**src/rtl/imem_pkg.sv**
```systemverilog
// Shared constants and state encoding for the instruction-memory loader.
package imem_pkg;

    localparam int IMEM_DEPTH  = 1024;
    localparam int IMEM_ADDR_W = 10;

    // IDLE: waiting for start, LOAD: collecting bytes,
    // WRITE: one-cycle RAM write, DONE: image complete (sticky).
    typedef enum logic [1:0] {
        ST_IDLE  = 2'd0,
        ST_LOAD  = 2'd1,
        ST_WRITE = 2'd2,
        ST_DONE  = 2'd3
    } loader_state_t;

endpackage

```
**src/rtl/imem_loader_byte_packer.sv**
```systemverilog
// Little-endian byte packer: collects four accepted bytes into a 32-bit word.
// Lanes 0..2 are stored; lane 3 is taken straight from the incoming byte so the
// complete word is available in the same cycle the fourth byte is accepted.
module imem_loader_byte_packer (
    input  logic        clk,
    input  logic        reset,
    input  logic        clear_i,
    input  logic        accept_i,
    input  logic [7:0]  byte_i,
    output logic [31:0] word_o,
    output logic        word_valid_o
);

    logic [1:0]  byte_idx_q;
    logic [23:0] lanes;

    // Byte index advances on every accepted byte and wraps after the fourth.
    always_ff @(posedge clk) begin
        if (reset || clear_i) begin
            byte_idx_q <= 2'd0;
        end else if (accept_i) begin
            byte_idx_q <= byte_idx_q + 2'd1;
        end
    end

    genvar gi;
    generate
        for (gi = 0; gi < 3; gi++) begin : g_lane
            logic [7:0] lane_q;

            // Capture the byte destined for this lane when its index comes up.
            always_ff @(posedge clk) begin
                if (reset || clear_i) begin
                    lane_q <= 8'h00;
                end else if (accept_i && (byte_idx_q == 2'(gi))) begin
                    lane_q <= byte_i;
                end
            end

            assign lanes[8*gi +: 8] = lane_q;
        end
    endgenerate

    assign word_o       = {byte_i, lanes};
    assign word_valid_o = accept_i && (byte_idx_q == 2'd3);

endmodule

```
**src/rtl/imem_loader.sv**
```systemverilog
// Streams bytes into the instruction RAM as little-endian words starting at
// word 0, holds the core while loading and keeps a running word checksum.
module imem_loader
    import imem_pkg::*;
#(
    parameter int DEPTH  = IMEM_DEPTH,
    parameter int ADDR_W = IMEM_ADDR_W
) (
    input  logic              clk,
    input  logic              reset,
    input  logic              start,
    input  logic [ADDR_W:0]   num_words,
    input  logic              byte_valid,
    input  logic [7:0]        byte_data,
    output logic              byte_ready,
    output logic              mem_we,
    output logic [31:0]       mem_addr,
    output logic [31:0]       mem_wdata,
    output logic              busy,
    output logic              done,
    output logic              cpu_hold,
    output logic [31:0]       checksum
);

    localparam logic [ADDR_W:0] DEPTH_N = (ADDR_W+1)'(DEPTH);

    loader_state_t   state_q, state_d;
    logic [ADDR_W:0] n_q, n_d;
    logic [ADDR_W:0] word_cnt_q, word_cnt_d;
    logic [31:0]     checksum_q, checksum_d;
    logic [31:0]     mem_addr_q, mem_addr_d;
    logic [31:0]     mem_wdata_q, mem_wdata_d;

    logic            pack_clear;
    logic            byte_accept;
    logic [31:0]     packed_word;
    logic            word_valid;
    logic [ADDR_W:0] n_clamped;

    // Oversized requests are clamped so the address never runs past the RAM.
    assign n_clamped   = (num_words > DEPTH_N) ? DEPTH_N : num_words;
    assign byte_accept = byte_valid && byte_ready;

    imem_loader_byte_packer u_packer (
        .clk          (clk),
        .reset        (reset),
        .clear_i      (pack_clear),
        .accept_i     (byte_accept),
        .byte_i       (byte_data),
        .word_o       (packed_word),
        .word_valid_o (word_valid)
    );

    // Next-state logic for the load sequence, word counter and checksum.
    always_comb begin
        state_d     = state_q;
        n_d         = n_q;
        word_cnt_d  = word_cnt_q;
        checksum_d  = checksum_q;
        mem_addr_d  = mem_addr_q;
        mem_wdata_d = mem_wdata_q;
        pack_clear  = 1'b0;
        case (state_q)
            ST_IDLE, ST_DONE: begin
                if (start) begin
                    n_d        = n_clamped;
                    word_cnt_d = '0;
                    checksum_d = 32'h0;
                    pack_clear = 1'b1;
                    state_d    = (n_clamped == '0) ? ST_DONE : ST_LOAD;
                end
            end
            ST_LOAD: begin
                if (word_valid) begin
                    // Address uses the count before this word's increment.
                    mem_addr_d  = {{(30-ADDR_W){1'b0}}, word_cnt_q[ADDR_W-1:0], 2'b00};
                    mem_wdata_d = packed_word;
                    state_d     = ST_WRITE;
                end
            end
            ST_WRITE: begin
                checksum_d = checksum_q + mem_wdata_q;
                word_cnt_d = word_cnt_q + 1'b1;
                state_d    = (word_cnt_d == n_q) ? ST_DONE : ST_LOAD;
            end
            default: state_d = ST_IDLE;
        endcase
    end

    // State and datapath registers; reset abandons any load in flight.
    always_ff @(posedge clk) begin
        if (reset) begin
            state_q     <= ST_IDLE;
            n_q         <= '0;
            word_cnt_q  <= '0;
            checksum_q  <= 32'h0;
            mem_addr_q  <= 32'h0;
            mem_wdata_q <= 32'h0;
        end else begin
            state_q     <= state_d;
            n_q         <= n_d;
            word_cnt_q  <= word_cnt_d;
            checksum_q  <= checksum_d;
            mem_addr_q  <= mem_addr_d;
            mem_wdata_q <= mem_wdata_d;
        end
    end

    assign byte_ready = (state_q == ST_LOAD);
    assign mem_we     = (state_q == ST_WRITE);
    assign busy       = (state_q == ST_LOAD) || (state_q == ST_WRITE);
    assign cpu_hold   = busy;
    assign done       = (state_q == ST_DONE);
    assign mem_addr   = mem_addr_q;
    assign mem_wdata  = mem_wdata_q;
    assign checksum   = checksum_q;

endmodule
```
**config.mk**
```make
export PLATFORM = sky130hd
export DESIGN_NAME = imem_loader
export DESIGN_NICKNAME = d
export VERILOG_FILES = /design/src/rtl/imem_pkg.sv /design/src/rtl/imem_loader_byte_packer.sv /design/src/rtl/imem_loader.sv
export SDC_FILE = /design/constraint.sdc
export NUM_CORES = 1
export LEC_CHECK = 0
export CAP_MARGIN = 20
export CORE_ASPECT_RATIO = 0.7
export CORE_UTILIZATION = 52
export CTS_BUF_LIST = sky130_fd_sc_hd__clkbuf_16
export CTS_CLUSTER_DIAMETER = 100
export CTS_CLUSTER_SIZE = 30
export DETAILED_ROUTE_END_ITERATION = 10
export HOLD_SLACK_MARGIN = 0.12
export PLACE_DENSITY = 0.9
export SYNTH_ARGS = -nofsm -noshare
export SYNTH_HDL_FRONTEND = slang
export SYNTH_HIERARCHICAL = 1
export SYNTH_SLANG_ARGS = --single-unit
```
**constraint.sdc**
```tcl
create_clock -name clk -period 3.4 [get_ports clk]
set_input_delay 0.68 -clock clk [delete_from_list [all_inputs] [get_ports clk]]
set_output_delay 0.68 -clock clk [all_outputs]
set_load 0.05 [all_outputs]
```
==> impl_results.md <==
- Filler cells: 1031
- Worst setup margin: 0.480 ns
- CTS tree: done
- Ant diodes: 0
- Register area share after synthesis: 35.6%
- CTS Sinks: 124
- Postcts setup bufs: 0
- Seq cells post-synth: 124
- Overall Global Routing Usage: 27.3%
- Max layer used: met4
- Most used cell, CP: inv_1
- Worst min path class: flip-flop to flip-flop
- Met1 wire length: 8460 um
- Pwr Total: 4.22 mW
- Synth async-reset ratio: 0%
- Synth-to-layout area growth: 20.3%
- Antenna Violating Nets Remaining: 0
- Die Footprint: 13900 um^2
- Hpwl dp: 13300 um
- Vias in the first global route: 5670
- Drt pass-1 iters: 5
- Leakage: 3.25 nW
- Area after DPL: 7840 um^2
- Met3 WL: 1800 um
- Largest net degree at the start of global routing: 51
- Post-synth EDFFs: 0
- RSZ-0062 raised after global routing: false
- Highest cell delay on the worst timing path: 0.84 ns
- CP bufs+invs: 3
- Layout cell share with drive strength beyond 1: 9.56%
- Outcome: finished clean
- MaxCap Viol Count: 0
- First-pass GRT wire length: 29600 um
- Final period util: 85.9%
- Worst slew margin: 58.6%
- Tmin final: 2.92 ns
- Cts repair resizes: 0
- FMAX: 343 MHz
- Crit path cell chain: inv_1 > ha_1 > inv_1 > clkdlybuf4s50_1
- Crit path max-delay family: buffers and inverters
- Remaining DRCs: 0
- Clk pwr share: 39.6%
- Vias: 6327
- Yosys warnings: 6
- Design area: 8390 um^2
- Pwr Density: 503 nW/um^2
- Met2 Routed Length: 7970 um
- Cells after synthesis: 843
- Starting Density: 54.7%
- Pre-CTS setup slack: 0.579 ns
- Power share of the sequential group: 36.6%
- Avg WL per Cell: 17.0 um
- Slowest-stage cell, CP: clkdlybuf4s50_1
- CP Max Fanout: 5
- Core footprint: 12800 um^2
- Psw: 1.44 mW
- CP startpoint kind: flip-flop
- CP arrival: 2.24 ns
- Layout Skew: 0.00966 ns
- Synth Area per Inst: 8.27 um^2
- Ports: 124
- Peak supply drop: 0.382 mV
- Final Slew Violations: 0
- IO Port Bufs: 101
- Worst EP required: 2.72 ns
- Synth unique cells: 64
- Die width: 140 um
- Critical path class: flip-flop to output pin
- Most frequent cells in the layout: nand2_1 (126), dfxtp_1 (124), clkdlybuf4s50_1 (100), a21oi_1 (98), nor2_1 (57)
- Routed WL: 18600 um
- Leading cell type in the layout, fill and taps excluded: nand2_1
- Worst setup EP type: output pin
- Post-synthesis cell area: 6980 um^2
- Worst Tran Pin Value: 0.621 ns
- Final design utilization: 65.7%
- Internal power: 2.78 mW
- # setup viols final: 0
- H-tree levels: 4
- Clock-pin slew on the worst setup and hold paths: 0.06 ns
- Switching share of power: 34.1%
- GRT overflow: 0
- Std-Cell Rows: 34
- Main synth FF type: dfxtp_1
- Clk buf depth: 2
- # hold bufs at CTS: 0
- Comb power frac: 23.9%
- Setup TNS: 0 ns
- Nets: 982
- Vias/cell: 5.79
- Clock latency on the worst-skew pair: 0.42 ns
- Post-Place Cells: 1061
- Initial DRC Count: 645
- Initial antenna violation count: 0
- Die height: 98.9 um
- Root Driver: clkbuf_16
- Final hold vios: 0
- Non-filler cells, final: 1093
- Hold WS: 0.451 ns
- Routability Congestion: 0.926
- CTS buffer count: 17
## layer usage
layer | vias up | global-route usage (%)
met2 | 298 | 40.0
li1 | 3054 | -
met5 | - | 0
met3 | 29 | 7.87
met1 | 2946 | 37.8
met4 | 0 | 10.1
## worst register-to-register path, delay by kind of cell (launching register included)
family	cells	cell delay, ns
xor gates and xnor gates	1	0.16
DFF	1	0.32
AOI/OAI and AO/OA	7	1.66
buffers and inverters	1	0.07
and+or+nand+nor	1	0.07
adders and majority gates	2	0.47
## cells by family (layout without fill, tap and decap cells)
logic type | after synthesis | after routing | synth area share (%)
AOI/OAI and AO/OA | 256 | 256 | 24.6
xor gates and xnor gates | 45 | 45 | 5.65
other | 1 | 22 | 0.0538
and+or+nand+nor | 276 | 276 | 17.9
adders and majority gates | 41 | 41 | 7.46
DFF | 124 | 124 | 35.6
buffers and inverters | 98 | 165 | 8.50
muxes | 2 | 2 | 0.287
## power groups by stage
stage / Clock (mW) / Combinational (mW) / Sequential, mW
detailed placement: 0 / 0.989 / 1.57
floorplan: 0 / 0.812 / 1.56
global placement: 0 / 0.971 / 1.57
global route: 1.77 / 1.08 / 1.55
finish: 1.67 / 1.01 / 1.54
CTS: 1.69 / 0.998 / 1.54
## state kept, by name (all words and copies together) (netlist names)
name,cells
n_q,11
u_packer/g_lane.lane_q,24
state_q,2
word_cnt_q,11
mem_addr,10
mem_wdata,32
u_packer/byte_idx_q,2
checksum,32
## cell usage after synthesis, drive strengths merged (4+ instances only)
cell type,n,area share [%]
a21bo,24,3.4
nor2,57,3.1
nor3b,11,1.2
a31oi,5,0.54
o21ai,42,3.1
a21oi,116,9.3
buf,47,5.8
and2,5,0.45
nand2b,4,0.36
ha,40,7.2
xor2,16,2.0
inv,19,1.0
a21o,16,1.7
xnor2,29,3.6
nor3,11,0.79
nor2b,6,0.65
o21bai,4,0.43
a22oi,16,1.7
dfxtp,124,36
and3,13,1.2
o21a,4,0.45
clkbuf,32,1.7
nand3,32,2.3
nand2,126,6.8
a21boi,4,0.43
## final cells by class
class / instances / area [um^2] / share of cell area (%)
Timing Repair Buffer: 114 / 1100 / 13.2
Tap cell: 162 / 203 / 2.42
Multi-Input combinational cell: 642 / 3980 / 47.4
Inverter: 19 / 71.3 / 0.850
Clock inverter: 15 / 125 / 1.49
Clock buffer: 17 / 425 / 5.07
Sequential cell: 124 / 2480 / 29.6
## worst paths after layout
| path | end | slack, ns | cells after the start | startpoint |
|---|---|---|---|---|
| worst max register to register | checksum[26]$_SDFFE_PP0P_ | 0.53 | 12 | mem_wdata[0]$_SDFFE_PP0P_ |
| worst min register to register | mem_wdata[16]$_SDFFE_PP0P_ | 0.45 | 2 | u_packer/g_lane[2].lane_q[0]$_SDFFE_PP0P_ |
| worst min-delay path | mem_wdata[16]$_SDFFE_PP0P_ | 0.45 | 2 | u_packer/g_lane[2].lane_q[0]$_SDFFE_PP0P_ |
| worst max-delay path | busy | 0.48 | 4 | state_q[0]$_SDFFE_PP0P_ |
No activity file was read; power rests on OpenSTA's default activity.
